==> config.mk <==
export PLATFORM = sky130hd
export DESIGN_NAME = ofmap_packer
export DESIGN_NICKNAME = d
export VERILOG_FILES = /design/src/rtl/cnn_pkg.sv /design/src/rtl/word_fifo.sv /design/src/rtl/ofmap_packer.sv
export SDC_FILE = /design/constraint.sdc
export NUM_CORES = 1
export LEC_CHECK = 0
export BUFFER_PORTS_ARGS = -buffer_cell sky130_fd_sc_hd__buf_2
export CAP_MARGIN = 5
export CORE_ASPECT_RATIO = 0.8
export CORE_MARGIN = 1.5
export CORE_UTILIZATION = 50
export DETAILED_ROUTE_END_ITERATION = 7
export GPL_ROUTABILITY_DRIVEN = 1
export PLACE_DENSITY_LB_ADDON = 0.1
export SETUP_SLACK_MARGIN = 0.3
export SYNTH_ARGS = -nofsm -noshare
export SYNTH_HDL_FRONTEND = slang
export SYNTH_SLANG_ARGS = --single-unit
==> constraint.sdc <==
create_clock -name i_clk -period 5.9 [get_ports i_clk]
set_clock_uncertainty 0.1 [all_clocks]
set_input_delay 0.885 -clock i_clk [delete_from_list [all_inputs] [get_ports i_clk]]
set_output_delay 0.885 -clock i_clk [all_outputs]
set_load 0.01 [all_outputs]
==> src/rtl/cnn_pkg.sv <==
// Shared definitions for the accelerator output path.
//   packer_state_t : ofmap_packer control states (IDLE/RUN/FLUSH/DONE)
//   DATA_WIDTH_DEF / SRAM_DATA_WIDTH_DEF : default element and packed-word widths
//   sat_int8()     : clamp a signed 16-bit value into the int8 range
package cnn_pkg;

  localparam int DATA_WIDTH_DEF      = 8;
  localparam int SRAM_DATA_WIDTH_DEF = 64;

  typedef enum logic [1:0] {
    ST_IDLE  = 2'd0,
    ST_RUN   = 2'd1,
    ST_FLUSH = 2'd2,
    ST_DONE  = 2'd3
  } packer_state_t;

  localparam logic signed [15:0] SAT_MAX = 16'sd127;
  localparam logic signed [15:0] SAT_MIN = -16'sd128;

  function automatic logic [7:0] sat_int8(input logic signed [15:0] v);
    logic [7:0] res;
    if (v > SAT_MAX) begin
      res = 8'h7F;
    end else if (v < SAT_MIN) begin
      res = 8'h80;
    end else begin
      res = v[7:0];
    end
    return res;
  endfunction

endpackage

==> src/rtl/word_fifo.sv <==
// Synchronous FIFO holding packed output words.
//   clk_i, rst_i (async, active-high), clr_i (synchronous clear)
//   push_i/data_i   : write side; a push while full is dropped unless a pop
//                     happens in the same cycle
//   pop_i           : consume the head (only effective while valid_o is high)
//   valid_o/data_o  : head of queue; data_o reads 0 while valid_o is low
//   full_o, empty_o, count_o : occupancy
// The read-side valid is registered: a word pushed into an empty FIFO becomes
// visible one cycle after the push, while pops take effect immediately.
// DEPTH must be a power of two, at least 2.
module word_fifo #(
  parameter int WIDTH = 64,
  parameter int DEPTH = 4
) (
  input  logic                       clk_i,
  input  logic                       rst_i,
  input  logic                       clr_i,
  input  logic                       push_i,
  input  logic [WIDTH-1:0]           data_i,
  input  logic                       pop_i,
  output logic                       valid_o,
  output logic [WIDTH-1:0]           data_o,
  output logic                       full_o,
  output logic                       empty_o,
  output logic [$clog2(DEPTH):0]     count_o
);

  localparam int AW = $clog2(DEPTH);
  localparam int CW = AW + 1;

  logic [WIDTH-1:0] mem_q [DEPTH];
  logic [AW-1:0]    wr_ptr_q;
  logic [AW-1:0]    rd_ptr_q;
  logic [CW-1:0]    count_q;
  logic             valid_q;
  logic             do_push;
  logic             do_pop;

  assign full_o  = (count_q == CW'(DEPTH));
  assign empty_o = (count_q == '0);
  assign count_o = count_q;
  assign do_pop  = pop_i && valid_q;
  assign do_push = push_i && (!full_o || do_pop);

  assign valid_o = valid_q;
  assign data_o  = valid_q ? mem_q[rd_ptr_q] : '0;

  always_ff @(posedge clk_i or posedge rst_i) begin
    if (rst_i) begin
      wr_ptr_q <= '0;
      rd_ptr_q <= '0;
      count_q  <= '0;
      valid_q  <= 1'b0;
    end else if (clr_i) begin
      wr_ptr_q <= '0;
      rd_ptr_q <= '0;
      count_q  <= '0;
      valid_q  <= 1'b0;
    end else begin
      if (do_push) wr_ptr_q <= wr_ptr_q + AW'(1);
      if (do_pop)  rd_ptr_q <= rd_ptr_q + AW'(1);
      count_q <= count_q + CW'(do_push) - CW'(do_pop);
      // Entries pushed this cycle are deliberately excluded here, which is
      // what delays their appearance at the read side by one cycle.
      valid_q <= ((count_q - CW'(do_pop)) != '0);
    end
  end

  always_ff @(posedge clk_i) begin
    if (do_push) mem_q[wr_ptr_q] <= data_i;
  end

endmodule

==> src/rtl/ofmap_packer.sv <==
// Output-feature-map packer: requantizes the 16-bit accumulator stream
// (optional ReLU, arithmetic right shift, int8 saturation), packs eight
// results per 64-bit word and writes the words to the output SRAM.
//   i_clk, i_rst (async, active-high)
//   i_start, i_relu_en, i_shift, i_base_addr : layer configuration (IDLE only)
//   i_ofmap, i_ofmap_valid, i_done           : upstream result stream
//   o_wr_en, o_wr_addr, o_wr_data, i_wr_ready: SRAM write port
//   o_busy, o_done, o_overflow, o_word_count : status
//   o_state                                   : current control state (debug)
// Write handshake: o_wr_en is the valid; a word transfers on a rising edge
// where o_wr_en && i_wr_ready. While o_wr_en is high and not accepted, the
// address and data are held stable.
module ofmap_packer
  import cnn_pkg::*;
#(
  parameter int DATA_WIDTH      = DATA_WIDTH_DEF,
  parameter int SRAM_DATA_WIDTH = SRAM_DATA_WIDTH_DEF,
  parameter int ADDR_WIDTH      = 8,
  parameter int FIFO_DEPTH      = 4
) (
  input  logic                       i_clk,
  input  logic                       i_rst,
  input  logic                       i_start,
  input  logic                       i_relu_en,
  input  logic [3:0]                 i_shift,
  input  logic [ADDR_WIDTH-1:0]      i_base_addr,
  input  logic [2*DATA_WIDTH-1:0]    i_ofmap,
  input  logic                       i_ofmap_valid,
  input  logic                       i_done,
  output logic                       o_wr_en,
  output logic [ADDR_WIDTH-1:0]      o_wr_addr,
  output logic [SRAM_DATA_WIDTH-1:0] o_wr_data,
  input  logic                       i_wr_ready,
  output logic                       o_busy,
  output logic                       o_done,
  output logic                       o_overflow,
  output logic [ADDR_WIDTH:0]        o_word_count,
  output logic [1:0]                 o_state
);

  localparam int IW        = 2 * DATA_WIDTH;
  localparam int LANES     = SRAM_DATA_WIDTH / DATA_WIDTH;
  localparam int LANE_BITS = $clog2(LANES);
  localparam int FCW       = $clog2(FIFO_DEPTH) + 1;

  packer_state_t state_q, state_d;

  logic                       relu_q;
  logic [3:0]                 shift_q;
  logic [ADDR_WIDTH-1:0]      addr_q;
  logic [ADDR_WIDTH:0]        wcnt_q;
  logic                       ovf_q;
  logic                       stg_valid_q;
  logic [DATA_WIDTH-1:0]      stg_data_q;
  logic [LANE_BITS-1:0]       lane_q;
  logic [SRAM_DATA_WIDTH-1:0] word_q;

  logic                       start_go;
  logic                       accept;
  logic signed [IW-1:0]       x_s, r_s, s_s;
  logic [DATA_WIDTH-1:0]      q_byte;
  logic [SRAM_DATA_WIDTH-1:0] word_merged;
  logic                       last_lane;
  logic                       push_full;
  logic                       push_part;
  logic                       push_req;
  logic [SRAM_DATA_WIDTH-1:0] push_data;
  logic                       pop;
  logic                       ovf_set;
  logic                       flush_done;

  logic                       fifo_valid;
  logic [SRAM_DATA_WIDTH-1:0] fifo_data;
  logic                       fifo_full;
  logic                       fifo_empty;
  logic [FCW-1:0]             fifo_count;

  assign start_go = (state_q == ST_IDLE) && i_start;
  // Elements are only taken in RUN; the element arriving with i_done is
  // still sampled in RUN, so it is processed without a special case.
  assign accept   = (state_q == ST_RUN) && i_ofmap_valid;

  // Requantization on the incoming element, registered into the stage.
  always_comb begin
    x_s    = signed'(i_ofmap);
    r_s    = (relu_q && x_s[IW-1]) ? '0 : x_s;
    s_s    = r_s >>> shift_q;
    q_byte = sat_int8(s_s);
  end

  always_comb begin
    word_merged = word_q;
    word_merged[lane_q*DATA_WIDTH +: DATA_WIDTH] = stg_data_q;
  end

  assign last_lane = (lane_q == LANE_BITS'(LANES - 1));
  assign push_full = stg_valid_q && last_lane;
  // Partial word goes out once the stage has drained during FLUSH; unused
  // lanes are already zero because word_q is cleared after every push.
  assign push_part = (state_q == ST_FLUSH) && !stg_valid_q && (lane_q != '0);
  assign push_req  = push_full || push_part;
  assign push_data = push_full ? word_merged : word_q;
  assign pop       = fifo_valid && i_wr_ready;
  assign ovf_set   = push_req && fifo_full && !pop;

  // Counting a pop in progress lets DONE follow the last transfer directly.
  assign flush_done = !stg_valid_q && (lane_q == '0) &&
                      (fifo_empty || ((fifo_count == FCW'(1)) && pop));

  word_fifo #(
    .WIDTH (SRAM_DATA_WIDTH),
    .DEPTH (FIFO_DEPTH)
  ) u_fifo (
    .clk_i   (i_clk),
    .rst_i   (i_rst),
    .clr_i   (start_go),
    .push_i  (push_req),
    .data_i  (push_data),
    .pop_i   (pop),
    .valid_o (fifo_valid),
    .data_o  (fifo_data),
    .full_o  (fifo_full),
    .empty_o (fifo_empty),
    .count_o (fifo_count)
  );

  always_ff @(posedge i_clk or posedge i_rst) begin
    if (i_rst) begin
      state_q <= ST_IDLE;
    end else begin
      state_q <= state_d;
    end
  end

  always_comb begin
    state_d = state_q;
    case (state_q)
      ST_IDLE:  if (i_start)    state_d = ST_RUN;
      ST_RUN:   if (i_done)     state_d = ST_FLUSH;
      ST_FLUSH: if (flush_done) state_d = ST_DONE;
      ST_DONE:                  state_d = ST_IDLE;
      default:                  state_d = ST_IDLE;
    endcase
  end

  always_ff @(posedge i_clk or posedge i_rst) begin
    if (i_rst) begin
      relu_q      <= 1'b0;
      shift_q     <= '0;
      addr_q      <= '0;
      wcnt_q      <= '0;
      ovf_q       <= 1'b0;
      stg_valid_q <= 1'b0;
      stg_data_q  <= '0;
      lane_q      <= '0;
      word_q      <= '0;
    end else if (start_go) begin
      relu_q      <= i_relu_en;
      shift_q     <= i_shift;
      addr_q      <= i_base_addr;
      wcnt_q      <= '0;
      ovf_q       <= 1'b0;
      stg_valid_q <= 1'b0;
      lane_q      <= '0;
      word_q      <= '0;
    end else begin
      stg_valid_q <= accept;
      if (accept) stg_data_q <= q_byte;
      if (stg_valid_q) begin
        if (last_lane) begin
          lane_q <= '0;
          word_q <= '0;
        end else begin
          lane_q <= lane_q + LANE_BITS'(1);
          word_q <= word_merged;
        end
      end else if (push_part) begin
        lane_q <= '0;
        word_q <= '0;
      end
      if (pop) begin
        addr_q <= addr_q + ADDR_WIDTH'(1);
        wcnt_q <= wcnt_q + (ADDR_WIDTH+1)'(1);
      end
      if (ovf_set) ovf_q <= 1'b1;
    end
  end

  assign o_wr_en      = fifo_valid;
  assign o_wr_data    = fifo_data;
  assign o_wr_addr    = addr_q;
  assign o_busy       = (state_q == ST_RUN) || (state_q == ST_FLUSH);
  assign o_done       = (state_q == ST_DONE);
  assign o_overflow   = ovf_q;
  assign o_word_count = wcnt_q;
  assign o_state      = state_q;

endmodule

==> metrics.txt <==
Initial Util 51.33%; CP delay by family, top flip-flops; via count 9388; fin nets 1236; total CTS buffers 37; Critical Path Sink o_wr_data[33]; initial antenna violation count 0; most common cell after layout, fill and taps aside edfxtp_1; CP max FO 40; flops & latches, synth 365; CTS tree done; mean number of vias per cell just under 6; critical setup path kind flip-flop to output pin; Seq/Total Area, Yosys 63.98%; Post-Syn Instances 1077; main flop type after synthesis edfxtp_1; CP arrival between 2 and 3 ns; cell accounting for the most synthesized area edfxtp_1; worst r2r src lane_q[0]; worst min path class flip-flop to flip-flop; Hold Startpoint word_q[13]; Worst setup EP type output pin; nature of the critical path startpoint flip-flop; io pins 122; n_diodes 0; clock network latency to the later pin of the worst-skew pair 0.52 ns; synthesized area 16280 µm²; Sink Count 365; CP max stage delay a little under 1 ns; # port buffers 121; Distinct cells, synth 61; Max Cap Viol 0; Final GP Congestion 0.8094; first-pass GRT wire length around 54000 µm; crit path from u_fifo.rd_ptr_q[0]; Layout area overhead 13.10%; final worst slack 2.069 ns; antenna-violating nets left 0; setup bufs post-CTS 0; vias in the first global route 9133; row cnt 58; top post-synthesis cells by area edfxtp_1 47%, dfrtp_1 17%, mux4_2 10%, and2_1 3.2%, nand2_1 2.4%; status finished, final reports clean; # setup viols final 0; gr usage total about a fifth; total routed wirelength 33980 µm; cell leakage power 6.551 nW; most frequent cells in the layout 256 x edfxtp_1, 121 x buf_2, 106 x dfrtp_1, 105 x nand2_1, 79 x and2_1; sequential share of power 41.3%; DRC viols 0; Worst path slowest cell dfrtp_4; H-tree depth 2; drt first pass iters 6; final period utilization between 60% and 70%; hpwl dp about 21000 µm; final hold vios 0; die area 33660 µm²; Gate power share 30.0%; Synth warnings 0; Mapped Nets 1135; setup slack, reg-to-reg 2.09 ns; RSZ-0062 raised after global routing no; clk buf depth 3; pin count of the biggest net entering global routing 67; Clock Pin Slew Worst Setup and Hold Paths approximately 0.060 ns; largest vdd supply drop about 250 µV; cts repair resizes 0; WP buf/inv 2; Die Ht 164.4 µm; Final Core Density between 50% and 60%; fmax 261.1 MHz; EDFF count, synth 256; layout cells sized above 1 roughly a quarter; post-cts hold buffer count 0; Slew @ Worst Pin 1.012 ns; Slew Viols, Final 0; Worst EP required 4.91 ns; pwr dens 461.1 nW/µm²; Die Wd around 200 µm; clock period minus worst slack 3.831 ns; FF-to-FF path depth 8; post-synth top area share 47.22%; Switching Share 32.56%; internal cell power 5.726 mW; CTS root buf clkbuf_16; Place WS 1.946 ns; Final Power ~8.5 mW; WL per Instance 20.90 µm; Fill cells 2494; Synth Area per Inst 15.12 µm²; power share of the clock group 28.7%; grt ovf 0; CP Cell Sequence buf_4 -> mux4_2 -> and2_1 -> buf_2; Max-slew headroom 32.51%; CORE AREA about 32000 µm²; First DRT Iteration DRCs 831; setup TNS 0 ns; Synth async-reset ratio around 30%; Worst path depth 4; Worst R2R End u_fifo.mem_q[1][18]; Psw 2.764 mW
## worst reg2reg max path, cell delays in order (launching register included)
cell     delay [ns]
dfrtp_1        0.57
inv_1          0.17
ha_1           0.23
ha_1           0.27
nor2b_1        0.19
mux2_2         0.18
nor2b_1        0.44
and2_2         0.83
buf_4          0.50
## registers in the layout, indices dropped and copies added, names as in the netlist, 3 cells and up
signal and cells:
o_word_count 9, u_fifo.mem_q 256, u_fifo.count_o 3, stg_data_q 8
lane_q 3, word_q 64, shift_q 4, o_wr_addr 8
## cells in the mapped netlist, types with 22 or more instances
master / count
inv_1: 23
dfrtp_1: 109
edfxtp_1: 256
nand2_1: 105
nor2_1: 34
ha_1: 22
and2_1: 83
mux2_2: 29
mux4_2: 75
o21ai_0: 54
clkbuf_1: 40
a22o_1: 28
## worst min path at each step
stage                            end  slack [ns]  cells past startpoint
after detailed placement  word_q[12]        0.37                      1
after floorplan           word_q[10]        0.36                      1
after global routing      word_q[14]        0.40                      1
final                     word_q[13]        0.39                      1
after global placement    word_q[47]        0.37                      1
after CTS                 word_q[10]        0.39                      1
## through the flow
step | cells | hold slack, ns | cell area (µm²)
final | 1626 | 0.3869 | 18410
after global routing | 1626 | 0.3993 | 18410
after CTS | 1626 | 0.3909 | 18410
after detailed placement | 1559 | 0.3736 | 17140
after global placement | 1559 | 0.3713 | 17140
after floorplan | 1077 | 0.3560 | 16280
## kinds of logic after synthesis
| family | after synthesis | share of synthesized area [%] |
|---|---|---|
| mux | 118 | 13.43 |
| compound gates | 175 | 7.863 |
| xor+xnor | 21 | 1.130 |
| fa+ha+maj | 23 | 1.814 |
| buf+inv | 93 | 3.021 |
| flops | 365 | 63.98 |
| simple gates | 282 | 8.762 |
## power groups by stage
stage | Combinational [mW] | Clock (mW) | Sequential (mW)
2_1_floorplan | 2.15 | 0 | 3.21
3_3_place_gp | 2.56 | 0 | 3.56
3_5_place_dp | 2.57 | 0 | 3.57
4_1_cts | 2.58 | 2.49 | 3.52
5_1_grt | 2.81 | 2.59 | 3.57
6_report | 2.54 | 2.44 | 3.51
## final cells by class
type	instances	area (µm²)	share of cell area, %
clock buffer	42	965.9	5.246
clock inverter	25	310.3	1.685
inverter	24	92.59	0.5029
multi-input combinational	619	5378	29.21
sequential	365	10420	56.60
tap	420	525.5	2.854
timing repair buffer	131	718.2	3.901
## per-layer routing
| metal | global-route usage (%) | wire, µm | vias up |
|---|---|---|---|
| met2 | 31.97 | 15650 | 234 |
| met1 | 31.51 | 16090 | 4801 |
| li1 | - | - | 4318 |
| met4 | 4.479 | 436 | 0 |
| met5 | 0 | 0 | - |
| met3 | 3.749 | 1793 | 35 |
No activity file was read; power rests on OpenSTA's default activity.
